### config.mk
export PLATFORM = sky130hd
export DESIGN_NAME = dbg_commit_sched
export DESIGN_NICKNAME = d
export VERILOG_FILES = /design/src/rtl/dbg_commit_sched.sv
export SDC_FILE = /design/constraint.sdc
export NUM_CORES = 1
export LEC_CHECK = 0
export BUFFER_PORTS_ARGS = -buffer_cell sky130_fd_sc_hd__buf_2
export CORE_MARGIN = 2
export CORE_UTILIZATION = 45
export CTS_CLUSTER_DIAMETER = 50
export DETAILED_ROUTE_END_ITERATION = 7
export GPL_TIMING_DRIVEN = 0
export SYNTH_ARGS = -nofsm -noshare
export SYNTH_HDL_FRONTEND = slang
export SYNTH_SLANG_ARGS = --single-unit
export TNS_END_PERCENT = 1
### constraint.sdc
create_clock -name clk -period 20.5 [get_ports clk]
set_clock_uncertainty 0.2 [all_clocks]
set_input_delay 4.1 -clock clk [delete_from_list [all_inputs] [get_ports clk]]
set_output_delay 4.1 -clock clk [all_outputs]
set_load 0.01 [all_outputs]
### src/rtl/dbg_commit_sched.sv
// Commit trace scheduler: buffers core commits in a FIFO and serializes each one
// into PC / GPR / CSR / EVENT trace records, and runs the halt sequence on ebreak/invalid.
module dbg_commit_sched #(
    parameter int unsigned DEPTH = 4
) (
    input  logic        clk,
    input  logic        reset,
    input  logic        commit_valid,
    input  logic [31:0] commit_pc,
    input  logic [31:0] commit_inst,
    input  logic        commit_brk,
    input  logic        commit_ivd,
    input  logic        gpr_wen,
    input  logic [31:0] gpr_waddr,
    input  logic [31:0] gpr_wdata,
    input  logic        csr_wen,
    input  logic [31:0] csr_waddr,
    input  logic [31:0] csr_wdata,
    output logic        commit_stall,
    output logic        trc_valid,
    input  logic        trc_ready,
    output logic [1:0]  trc_kind,
    output logic [31:0] trc_addr,
    output logic [31:0] trc_data,
    output logic        halted,
    output logic [1:0]  halt_cause,
    output logic        overflow
);

    localparam int unsigned PtrW = (DEPTH > 1) ? $clog2(DEPTH) : 1;
    localparam int unsigned CntW = PtrW + 1;

    typedef struct packed {
        logic [31:0] pc;
        logic [31:0] inst;
        logic        brk;
        logic        ivd;
        logic        gwen;
        logic [31:0] gaddr;
        logic [31:0] gdata;
        logic        cwen;
        logic [31:0] caddr;
        logic [31:0] cdata;
    } entry_t;

    typedef enum logic [2:0] {StIdle, StPc, StGpr, StCsr, StEvt} state_e;

    entry_t          mem_q [DEPTH];
    entry_t          wr_entry;
    entry_t          head;
    logic [PtrW-1:0] wptr_q, rptr_q;
    logic [CntW-1:0] count_q, count_d;
    state_e          state_q, state_d;
    logic            halt_req_q, halted_q, overflow_q;
    logic [1:0]      cause_q;
    logic            push, pop, accept, full, head_evt, more;
    logic [1:0]      head_cause;

    assign full         = (count_q == CntW'(DEPTH));
    assign commit_stall = full | halt_req_q;
    assign push         = commit_valid & ~commit_stall;
    assign head         = mem_q[rptr_q];
    assign head_evt     = head.brk | head.ivd;
    assign head_cause   = head.brk ? 2'd1 : (head.ivd ? 2'd2 : 2'd0);
    assign accept       = trc_valid & trc_ready;
    // Another entry will be at the head after popping the current one.
    assign more         = (count_q > CntW'(1)) | push;
    assign count_d      = count_q + CntW'(push) - CntW'(pop);

    assign halted     = halted_q;
    assign halt_cause = cause_q;
    assign overflow   = overflow_q;

    always_comb begin
        wr_entry       = '0;
        wr_entry.pc    = commit_pc;
        wr_entry.inst  = commit_inst;
        wr_entry.brk   = commit_brk;
        wr_entry.ivd   = commit_ivd;
        // x0 writes carry no architectural effect, so they are not traced.
        wr_entry.gwen  = gpr_wen & (gpr_waddr != '0);
        wr_entry.gaddr = gpr_waddr;
        wr_entry.gdata = gpr_wdata;
        wr_entry.cwen  = csr_wen;
        wr_entry.caddr = csr_waddr;
        wr_entry.cdata = csr_wdata;
    end

    always_ff @(posedge clk) begin
        if (push) begin
            mem_q[wptr_q] <= wr_entry;
        end
    end

    always_ff @(posedge clk) begin
        if (reset) begin
            wptr_q     <= '0;
            rptr_q     <= '0;
            count_q    <= '0;
            halt_req_q <= 1'b0;
            cause_q    <= 2'd0;
            halted_q   <= 1'b0;
            overflow_q <= 1'b0;
        end else begin
            if (push) begin
                wptr_q <= wptr_q + PtrW'(1);
            end
            if (pop) begin
                rptr_q <= rptr_q + PtrW'(1);
            end
            count_q <= count_d;
            if (push && (commit_brk || commit_ivd) && !halt_req_q) begin
                halt_req_q <= 1'b1;
                cause_q    <= commit_brk ? 2'd1 : 2'd2;
            end
            if (halt_req_q && (count_q == '0) && (state_q == StIdle)) begin
                halted_q <= 1'b1;
            end
            if (commit_valid && commit_stall) begin
                overflow_q <= 1'b1;
            end
        end
    end

    always_ff @(posedge clk) begin
        if (reset) begin
            state_q <= StIdle;
        end else begin
            state_q <= state_d;
        end
    end

    // Next record for the head entry; skipped records cost no cycles.
    always_comb begin
        state_d = state_q;
        pop     = 1'b0;
        case (state_q)
            StIdle: begin
                if ((count_q != '0) || push) state_d = StPc;
            end
            StPc: begin
                if (accept) begin
                    if (head.gwen)      state_d = StGpr;
                    else if (head.cwen) state_d = StCsr;
                    else if (head_evt)  state_d = StEvt;
                    else begin
                        pop     = 1'b1;
                        state_d = more ? StPc : StIdle;
                    end
                end
            end
            StGpr: begin
                if (accept) begin
                    if (head.cwen)     state_d = StCsr;
                    else if (head_evt) state_d = StEvt;
                    else begin
                        pop     = 1'b1;
                        state_d = more ? StPc : StIdle;
                    end
                end
            end
            StCsr: begin
                if (accept) begin
                    if (head_evt) state_d = StEvt;
                    else begin
                        pop     = 1'b1;
                        state_d = more ? StPc : StIdle;
                    end
                end
            end
            StEvt: begin
                if (accept) begin
                    pop     = 1'b1;
                    state_d = more ? StPc : StIdle;
                end
            end
            default: state_d = StIdle;
        endcase
    end

    always_comb begin
        trc_valid = 1'b0;
        trc_kind  = 2'd0;
        trc_addr  = '0;
        trc_data  = '0;
        case (state_q)
            StPc: begin
                trc_valid = 1'b1;
                trc_kind  = 2'd0;
                trc_addr  = head.pc;
                trc_data  = head.inst;
            end
            StGpr: begin
                trc_valid = 1'b1;
                trc_kind  = 2'd1;
                trc_addr  = head.gaddr;
                trc_data  = head.gdata;
            end
            StCsr: begin
                trc_valid = 1'b1;
                trc_kind  = 2'd2;
                trc_addr  = head.caddr;
                trc_data  = head.cdata;
            end
            StEvt: begin
                trc_valid = 1'b1;
                trc_kind  = 2'd3;
                trc_addr  = {30'd0, head_cause};
                trc_data  = head.pc;
            end
            default: ;
        endcase
    end

endmodule

==> reports/metrics.cfg <==
[cells_and_area]
seqCellArea_um2=23900
drive_above_1_share=0.380
fillCellCount=5318
nets=1978
multi_input_area_um2=6640
finalInstanceArea_um2=36800
area_delta_synth_final_pct=18.8

[placement]
place_hpwl_um=51500
gp_congestion=0.781
numPortBuffers=269
place_area_um2=33800

[clocking]
cts_hold_buffers=0
ctsLongestPathBuffers=3
cts_tree=yes
path_clk_slew_ps=60
numCtsBuffers=91
clk_latency_ps=630
clockRootBuffer=clkbuf_16
cts_setup_buffers=0
cts.sinks=801
h-tree-depth=3
cts_resized=0

[setup_path]
reg2reg_to=mem_q[2][172]$_DFFE_PP_
worst_r2r_startpoint=count_q[0]$_SDFF_PP0_
worstSetupStartpointType=flop
crit_fanout=10
ff2ff_path_depth=6
crit_required_ps=16200
r2r_slack_ps=17220
worstSetupPathType=flop to output pin
arrival_ps=3730
crit_path_end_kind=output pin

[worst_hold_path]
worstHoldPathCells=2
min_from=halted$_SDFFE_PP0P_
holdPathEnd=halted$_SDFFE_PP0P_
worstHoldPathType=flop to flop

[timing]
period_needed_ps=8030
worst_pin_slew_ps=1060
hold_viol=0
finalSetupViolCount=0
rsz0062_at_grt=false
slew_headroom=0.293
fin_tns_setup_ps=0
fin_crit_sh=0.392
timing.final.max_slew_violations=0
max_freq_mhz=125

[drt]
drc_errors=0
drt_iter0_markers=1609
drt_wl_total_um=77500
firstDrtPassIters=5
final_antenna_net_count=0
vias=15819
via_per_inst=5.79
wl_per_cell_um=28.4

[floorplanning]
die_h_um=266
die-area_um2=70900
row_count=96
dieWidth_um=266
coreArea_um2=68300
io_pins=272
initial_core_util=0.453

[pwr]
p_leak_nw=12.1
peakVddDrop_v=0.0000701
powerDensity_nw_per_um2=122
finalPower_mw=4.50

[yosys]
yosys_most_used_dff=edfxtp_1
synthesis.area_um2=31000
synthCells=1394
yosys_warnings=0
ys_seq_elements=801
ys_types=43
ys_seq_area_frac=0.772
synth_edf_count=784
syn_nets=1603
synth.avg_cell_area_um2=22.2
synth-async-reset-ratio=0

[global_routing]
first_global_vias=16096
grt_max_degree=55
antenna_found_initial=30
grt_usage=0.220
grt_pass1_wl_um=111000
overflow=0

[flow_run]
max-cap-violations=0

[outcome]
status=finished clean

==> metrics by stage <==
| stage | hold slack (ps) | std cells | util | setup WS (ps) |
|---|---|---|---|---|
| finish | 269 | 2733 | 0.538 | 12470 |
| global route | 308 | 2730 | 0.538 | 12280 |
| CTS | 270 | 2724 | 0.538 | 12400 |
| detailed placement | 254 | 2558 | 0.494 | 13110 |
| global placement | 247 | 2545 | 0.489 | 6340 |
| floorplan | 257 | 1394 | - | 10650 |
==> area by class of cell <==
type,instances,share of cell area
flip-flops and latches,801,0.649
multi-input cells,501,0.180
clock buffers,99,0.0633
repair buffers,282,0.0463
well taps,882,0.0300
clock inverters,67,0.0181
plain buffers,81,0.0111
inverters,11,0.00112
diodes,9,0.000612
==> critical path: stages, from the launching register on <==
cell and delay (ps):
dfxtp_1 390, clkbuf_1 470, buf_1 810, clkbuf_1 650
a22oi_1 150, nor2_1 400, buf_2 220
==> how the worst max path moves through the flow <==
stage                                  startpoint                endpoint  depth (start not counted)
after floorplan                      commit_valid   mem_q[0][0]$_DFFE_PP_                          3
after global placement               commit_valid  mem_q[1][46]$_DFFE_PP_                          4
after detailed placement  state_q[2]$_SDFFE_PP0P_            trc_data[16]                          8
after CTS                 state_q[2]$_SDFFE_PP0P_            trc_data[16]                          8
after global routing      state_q[0]$_SDFFE_PP0P_            trc_addr[25]                          6
final                     state_q[0]$_SDFFE_PP0P_            trc_addr[25]                          6
==> kinds of logic (layout without fill, tap and decap cells) <==
group | Yosys count | count (layout) | share of synthesized area
xor gates and xnor gates | 3 | 3 | 0.000849
AOI/OAI and AO/OA | 127 | 127 | 0.0293
adders and majority gates | 9 | 9 | 0.00388
muxes | 255 | 255 | 0.163
other | 0 | 9 | 0
buffers and inverters | 92 | 540 | 0.0145
and+or+nand+nor | 107 | 107 | 0.0167
DFF | 801 | 801 | 0.772
==> cell usage in the layout, fill, tap and decap left out, types with 3 or more instances in the layout <==
cell	n
edfxtp_1	784
buf_2	288
mux4_2	197
clkbuf_16	92
a22oi_1	66
clkbuf_1	47
nor2_1	43
mux2_2	31
mux2i_1	27
nand2_1	21
buf_4	17
o22ai_1	17
dfxtp_1	17
clkinv_2	17
o21ai_0	16
clkinv_1	16
buf_16	13
inv_1	11
inv_6	10
bufinv_16	10
diode_2	9
a32oi_1	9
a21oi_1	9
nor4_1	8
ha_1	8
nor2b_1	6
clkinvlp_4	6
nand2b_1	5
and2_4	5
clkinv_4	5
or2_1	4
buf_1	3
nand4_1	3
nor3_1	3
==> metal layers <==
metal	share of wire	vias to the layer above	GRT usage
met5	0.0021	-	0
met4	0.023	26	0.0671
met3	0.078	140	0.0495
met2	0.49	612	0.350
met1	0.41	8321	0.305
li1	-	6720	-
==> cell usage after synthesis, types with 11 or more instances <==
library cell | count | area share
a22oi_1 | 66 | 0.016
buf_2 | 19 | 0.0031
buf_4 | 17 | 0.0041
clkbuf_1 | 40 | 0.0049
dfxtp_1 | 17 | 0.011
edfxtp_1 | 784 | 0.76
inv_1 | 11 | 0.0013
mux2_2 | 31 | 0.011
mux2i_1 | 27 | 0.0087
mux4_2 | 197 | 0.14
nand2_1 | 21 | 0.0025
nor2_1 | 43 | 0.0052
o21ai_0 | 16 | 0.0026
o22ai_1 | 17 | 0.0034
==> registers in the layout (all words and copies together) (netlist names), named ones only <==
register	count
halt_cause	2
state_q	3
rptr_q	2
halt_req_q	1
halted	1
wptr_q	2
overflow	1
count_q	3
mem_q	784
==> report_power, final <==
| group | switching [mW] | internal (mW) | leakage [nW] |
|---|---|---|---|
| Sequential | 0.0369 | 1.98 | 7.30 |
| Clock | 0.655 | 0.953 | 1.46 |
| Combinational | 0.536 | 0.342 | 3.34 |
Note: power is estimated with default switching activity, not from simulation.
